--- config.mk ---
export PLATFORM = sky130hd
export DESIGN_NAME = isqrt_seq
export DESIGN_NICKNAME = d
export VERILOG_FILES = /design/src/rtl/isqrt_seq.sv
export SDC_FILE = /design/constraint.sdc
export NUM_CORES = 1
export LEC_CHECK = 0
export CELL_PAD_IN_SITES_DETAIL_PLACEMENT = 1
export CELL_PAD_IN_SITES_GLOBAL_PLACEMENT = 1
export CORE_ASPECT_RATIO = 1.1
export CORE_UTILIZATION = 35
export DETAILED_ROUTE_END_ITERATION = 6
export GPL_TIMING_DRIVEN = 1
export PLACE_DENSITY = 0.73
export SKIP_LAST_GASP = 1
export SYNTH_ARGS = -nofsm -noshare
export SYNTH_HDL_FRONTEND = slang
export SYNTH_SLANG_ARGS = --single-unit
--- constraint.sdc ---
create_clock -name clk -period 3.8 [get_ports clk]
set_clock_uncertainty 0.2 [all_clocks]
set_input_delay 0.57 -clock clk [delete_from_list [all_inputs] [get_ports clk]]
set_output_delay 0.57 -clock clk [all_outputs]
set_load 0.02 [all_outputs]
--- src/rtl/isqrt_seq.sv ---
// Iterative digit-pair integer square root with valid/ready handshakes on both sides.
// Resolves STEPS root bits per clock and can return a floor or a round-to-nearest root.
module isqrt_seq #(
    parameter int WIDTH = 16,
    parameter int STEPS = 1,
    localparam int RW   = WIDTH / 2,
    localparam int NCYC = RW / STEPS,
    localparam int CW   = $clog2(NCYC + 1)
) (
    input  logic          clk,
    input  logic          rst,
    input  logic          in_valid,
    output logic          in_ready,
    input  logic [WIDTH-1:0] in_data,
    input  logic          in_round,
    output logic          out_valid,
    input  logic          out_ready,
    output logic [RW:0]   root_o,
    output logic [RW:0]   rem_o,
    output logic          exact_o,
    output logic          busy_o
);

    typedef enum logic [1:0] {IDLE, RUN, DONE} state_t;

    state_t           state;
    logic [WIDTH-1:0] rad;
    logic [RW-1:0]    q;
    logic [RW+1:0]    r;
    logic [CW-1:0]    cnt;
    logic             round_mode;

    logic [WIDTH-1:0] rad_nx;
    logic [RW-1:0]    q_nx;
    logic [RW+1:0]    r_nx;
    logic [RW+1:0]    r_sh;
    logic [RW+1:0]    trial;
    logic [RW:0]      root_rnd;

    // STEPS chained digit-pair iterations, consuming the radicand MSB pair first.
    always_comb begin
        rad_nx = rad;
        q_nx   = q;
        r_nx   = r;
        r_sh   = '0;
        trial  = '0;
        for (int i = 0; i < STEPS; i++) begin
            r_sh  = {r_nx[RW-1:0], rad_nx[WIDTH-1 -: 2]};
            trial = {q_nx, 2'b01};
            if (r_sh >= trial) begin
                r_nx = r_sh - trial;
                q_nx = {q_nx[RW-2:0], 1'b1};
            end else begin
                r_nx = r_sh;
                q_nx = {q_nx[RW-2:0], 1'b0};
            end
            rad_nx = {rad_nx[WIDTH-3:0], 2'b00};
        end
    end

    // R > Q is the same test as x > Q^2 + Q, so no tie case exists.
    assign root_rnd = {1'b0, q} + {{RW{1'b0}}, (r > {2'b00, q})};

    always_ff @(posedge clk or posedge rst) begin
        if (rst) begin
            state      <= IDLE;
            rad        <= '0;
            q          <= '0;
            r          <= '0;
            cnt        <= '0;
            round_mode <= 1'b0;
            in_ready   <= 1'b1;
            out_valid  <= 1'b0;
            root_o     <= '0;
            rem_o      <= '0;
            exact_o    <= 1'b0;
            busy_o     <= 1'b0;
        end else begin
            case (state)
                IDLE: begin
                    if (in_valid && in_ready) begin
                        rad        <= in_data;
                        round_mode <= in_round;
                        q          <= '0;
                        r          <= '0;
                        cnt        <= '0;
                        in_ready   <= 1'b0;
                        busy_o     <= 1'b1;
                        state      <= RUN;
                    end
                end
                RUN: begin
                    rad <= rad_nx;
                    q   <= q_nx;
                    r   <= r_nx;
                    cnt <= cnt + CW'(1);
                    if (cnt == CW'(NCYC - 1)) begin
                        state <= DONE;
                    end
                end
                DONE: begin
                    // First DONE cycle registers the result; later cycles wait for the consumer.
                    if (!out_valid) begin
                        root_o    <= round_mode ? root_rnd : {1'b0, q};
                        rem_o     <= r[RW:0];
                        exact_o   <= (r == '0);
                        out_valid <= 1'b1;
                    end else if (out_ready) begin
                        out_valid <= 1'b0;
                        in_ready  <= 1'b1;
                        busy_o    <= 1'b0;
                        state     <= IDLE;
                    end
                end
                default: begin
                    state <= IDLE;
                end
            endcase
        end
    end

endmodule

Word-level counts from Yosys, hierarchy flattened
Cells that the tools add are included.
{"block": "word_totals", "out_inout_bits": 22, "input_bits": 21, "ff_bits": 63, "wordCells": 61}
{"block": "classes", "n_addsub": 3, "eq_ne": 7, "n_mux": 26, "reduce_logical": 10, "bitwise_logic": 1, "order_cmp": 2}
{"cell": "one-hot mux 16 bit (2 select lines)", "count": 1}
{"cell": "two-way mux 10 bit", "count": 2}
{"cell": "one-hot mux 10 bit (2 select lines)", "count": 1}
{"cell": "two-way mux 16 bit", "count": 1}
{"cell": "one-hot mux 8 bit (2 select lines)", "count": 1}
{"cell": "greater-or-equal comparator 10 bit", "count": 1}
{"cell": "> comparator 10 x 8 -> 1 bit", "count": 1}
{"cell": "logical NOT 10 bit", "count": 1}
{"cell": "subtractor 10 bit", "count": 1}
{"cell": "adder 8 x 1 -> 9 bit", "count": 1}
{"cell": "two-way mux 1 bit", "count": 9}
{"cell": "two-way mux 9 bit", "count": 1}
{"cell": "two-way mux 2 bit", "count": 4}
{"cell": "two-way mux 8 bit", "count": 1}
{"cell": "inequality test 2 bit, second input constant", "count": 4}
{"cell": "one-hot mux 4 bit (2 select lines)", "count": 1}
{"cell": "AND reduction 4 bit", "count": 2}
{"cell": "one-hot mux 2 bit (3 select lines)", "count": 1}
{"cell": "AND reduction 2 bit", "count": 3}
{"cell": "adder 4 x 1 -> 4 bit, second input constant", "count": 1}
{"cell": "equality test 4 x 3 -> 1 bit, second input constant", "count": 1}
{"cell": "two-way mux 4 bit", "count": 1}
{"cell": "one-hot mux 1 bit (2 select lines)", "count": 2}
{"cell": "nonzero test 2 bit", "count": 2}
{"cell": "other kinds (5)", "count": 5}

Logic depth before layout (Yosys ltp)
{"block": "logic_depth", "depth_word": 3, "ltp_mapped": 14, "ltp_nobuf": 13}

Worst setup path after synthesis
Ideal clock, no wire load.
{"block": "synth_timing", "kind": "register to register", "start": "reg q[5]", "end": "reg root_o[6]", "arrival_ps": 2613, "path_buffers": 1, "required_time_ps": 3474, "stages_incl_launch_ff": 15, "synth_period_minus_slack_ps": 2938, "setup_slack_ps": 862, "setup_time_ps": 126, "path_cell_list": "dfrtp_1 -> inv_1 -> ha_1 -> buf_6 -> nand2_1 -> o21ai_0 -> o21bai_1 -> a21oi_1 -> o211ai_1 -> ha_1 -> ha_1 -> nand2_1 -> or4_1 -> xnor2_1 -> a21oi_1"}
{"block": "synth_between", "elab_chain_cells": 3}
{"item": "from (decl)", "line": "28", "source": "logic [RW-1:0] q;"}
{"item": "from (signal assigned)", "line": "94", "source": "q <= q_nx;"}
{"item": "> comparator 10 x 8 -> 1 bit", "line": "62", "source": "assign root_rnd = {1'b0, q} + {{RW{1'b0}}, (r > {2'b00, q})};"}
{"item": "adder 8 x 1 -> 9 bit *", "line": "62"}
{"item": "two-way mux 9 bit *", "line": "104", "source": "root_o <= round_mode ? root_rnd : {1'b0, q};"}
{"item": "to (signal assigned)", "line": "104"}
{"item": "to (decl)", "line": "18", "source": "output logic [RW:0] root_o,"}
Mark *: on every way between the ends. The rest lies on a longest branch, timed or not.
A chain may end at the register's enable or synchronous reset.

Worst setup path after layout
{"block": "layout_timing", "start": "reg q[4]", "end": "reg root_o[6]"}
The elaborated chain is that of the path after synthesis.

==> summary.md <==
| Metric | Value |
|---|---|
| Final Hold Viols | `0` |
| Antenna cells | `0` |
| Fin nets | `427` |
| Worst-path fanout max | `9` |
| Sw power | `0.00177 W` |
| Reg2reg end | `root_o[6]` |
| Logic pwr share | `54.9%` |
| GRT Residual Overflow | `0` |
| Worst hold path type | `register to register` |
| Yosys warns | `0` |
| Int Pwr | `0.00212 W` |
| Crit. End Element | `register` |
| Max cap viols | `0` |
| I/O Buffers | `42` |
| Die Wd | `96.7 um` |
| RR Startpoint | `q[4]` |
| Yosys top cell by area | `dfrtp_1` |
| Setup crit end | `root_o[6]` |
| Antenna-violating nets left | `0` |
| Routed len/inst | `16.5 um` |
| # setup viols final | `0` |
| Drt drc | `0` |
| PwrDens | `926 mW/mm^2` |
| Startpoint Class | `register` |
| Sequential share of power | `28.6%` |
| Fmax achieved | `289 MHz` |
| Pin count of the biggest net entering global routing | `64` |
| Clock Latency Late Sink | `0.35 ns` |
| Post-synth net total | `388` |
| Top Ports | `43` |
| Mapped Cells | `353` |
| Post-synthesis cell type count | `56` |
| CP Class | `register to register` |
| Share of the synthesized area in the top cell type | `44.9%` |
| CTS sink cnt | `63` |
| Worst hold margin | `0.283 ns` |
| Crit path time final | `3.46 ns` |
| Max VDD drop | `0.312 mV` |
| List of most frequent post-synthesis cells | `dfrtp_1, nand2_1, nor2_1` |
| Clk slew on worst S/H paths | `0.07 ns` |
| Mapped cell area | `0.00345 mm^2` |
| Static Leakage | `1.72 nW` |
| Setup bufs post-CTS | `0` |
| First-pass GRT wire length | `14800 um` |
| Worst-Margin Slew | `0.813 ns` |
| Top cells by area, synth | `dfrtp_1, nand2_1, ha_1, mux2_2, a21oi_1` |
| Clk root buf | `clkbuf_8` |
| Outcome | `finished clean` |
| Setup crit start | `q[4]` |
| Post-cts sizing count | `0` |
| CTS buffer count | `9` |
| Setup TNS | `0 ns` |
| Switching Share | `45.5%` |
| DR vias | `2794` |
| CP required | `3.88 ns` |
| Reg2reg setup slack | `0.34 ns` |
| CTS Hold Bufs | `0` |
| Vias per cell | `5.44` |
| GRT Total Usage | `18.1%` |
| Leading cell type by number of instances after synthesis | `dfrtp_1` |
| Main synth FF type | `dfrtp_1` |
| Tcrit/Tclk final | `90.9%` |
| Pre-Repair DR Iteration Count | `4` |
| RSZ-0062 raised after global routing | `false` |
| H-Tree Level Count | `3` |
| 1st-iter DRT viols | `117` |
| Core area | `0.00949 mm^2` |
| Async SR Flop Fraction | `100%` |
| Register area share after synthesis | `45.7%` |
| Flops & latches, synth | `63` |
| Area added between synthesis and finish | `21.7%` |
| Synthesized area per cell | `9.78 um^2` |
| Post-synth EDFFs | `0` |
| CP arrival | `3.53 ns` |
| Fin. max-slew vios | `0` |
| Share of cells above drive strength 1 | `13.9%` |
| TritonCTS clock tree | `yes` |
| Die Ht | `106 um` |
| Starting Density | `36.4%` |
| Clock power frac | `16.5%` |
| Area taken by multi-input logic gates | `0.00172 mm^2` |
| Standard-cell rows | `37` |
| Vias in the first global route | `2923` |
| Final wirelength | `8500 um` |
| Die Area | `0.0103 mm^2` |
| GPL Wtd Cong | `0.860` |
| Initial antenna violation count | `0` |
| R2R depth | `13` |
| FF+latch area | `0.00158 mm^2` |
| Clk buf depth | `2` |
| WHS Path Cells | `2` |
| Rel. slew slack | `45.8%` |
| Fill cell count | `1053` |
| Final HPWL DP | `5980 um` |
[power groups by stage]
stage / logic, W / registers [W] / clock network (W)
6_report: 0.00214 / 0.00111 / 0.000643
5_1_grt: 0.00238 / 0.00115 / 0.000692
3_3_place_gp: 0.00210 / 0.00111 / 0
3_5_place_dp: 0.00214 / 0.00113 / 0
2_1_floorplan: 0.00157 / 0.00112 / 0
4_1_cts: 0.00216 / 0.00111 / 0.000664
[worst min path at each step]
stage	slack (ns)	endpoint	from
after CTS	0.28	rad[11]	rad[11]
after global routing	0.29	rad[11]	rad[11]
final	0.28	rad[10]	rad[10]
after global placement	0.26	rad[11]	rad[11]
after floorplan	0.25	rad[10]	rad[10]
after detailed placement	0.26	rad[11]	rad[11]
[flip-flops by register name, indices dropped and copies added, names as in the netlist]
name / cells
busy_o: 1
exact_o: 1
r: 10
out_valid: 1
in_ready: 1
rad: 16
cnt: 4
state: 2
round_mode: 1
root_o: 9
q: 8
rem_o: 9
[final cells by class]
| type | instances | share of cell area [%] |
|---|---|---|
| clock buffer | 11 | 3.13 |
| tap | 117 | 3.48 |
| clock inverter | 5 | 1.96 |
| timing repair buffer | 49 | 11.3 |
| multi-input combinational | 251 | 41.0 |
| inverter | 18 | 1.61 |
| sequential | 63 | 37.5 |
[worst max-delay path, cell delays in order (launching register included)]
cell	delay, ns
dfrtp_1	0.39
inv_1	0.10
ha_1	0.49
nand2_1	0.16
o21ai_0	0.26
o21bai_1	0.15
a21oi_1	0.08
o211ai_1	0.23
ha_1	0.21
ha_1	0.16
nand2_1	0.09
or4_1	0.55
xnor2_1	0.16
a21oi_1	0.15
[metrics by stage]
step / instance area [um^2] / std cells / util [%] / setup slack (ns) / total power [W]
floorplan: 3450 / 353 / - / 0.862 / 0.00269
global placement: 3990 / 498 / 42.0 / 0.566 / 0.00321
detailed placement: 3990 / 498 / 42.0 / 0.371 / 0.00326
CTS: 4200 / 514 / 44.3 / 0.331 / 0.00394
global route: 4200 / 514 / 44.3 / 0.0597 / 0.00422
finish: 4200 / 514 / 44.3 / 0.344 / 0.00389
[logic make-up after synthesis]
logic type | synth area share (%)
compound gates | 19.3
xor+xnor | 2.54
fa+ha+maj | 5.07
buf+inv | 4.96
flops | 45.7
mux | 4.13
simple gates | 18.3
[placed cells by master, fill, tap and decap left out, types with 10 or more instances in the layout]
| cell type | netlist | final |
|---|---|---|
| nand4_1 | 11 | 11 |
| nor2_1 | 21 | 21 |
| clkdlybuf4s50_1 | 0 | 42 |
| o211ai_1 | 10 | 10 |
| inv_1 | 18 | 17 |
| nand2_1 | 58 | 58 |
| mux2_2 | 10 | 10 |
| a22oi_1 | 12 | 12 |
| dfrtp_1 | 62 | 62 |
| a21oi_1 | 19 | 19 |
| o21ai_0 | 13 | 13 |
| ha_1 | 14 | 14 |
[layer usage]
metal	wire (um)	vias up	share of wire (%)	track usage, %
li1	-	1332	-	-
met1	3900	1410	46	23.2
met2	4270	45	50	30.6
met3	249	7	2.9	3.94
met4	75	0	0.88	5.44
met5	0	-	0	0
No activity file was read; power rests on OpenSTA's default activity.
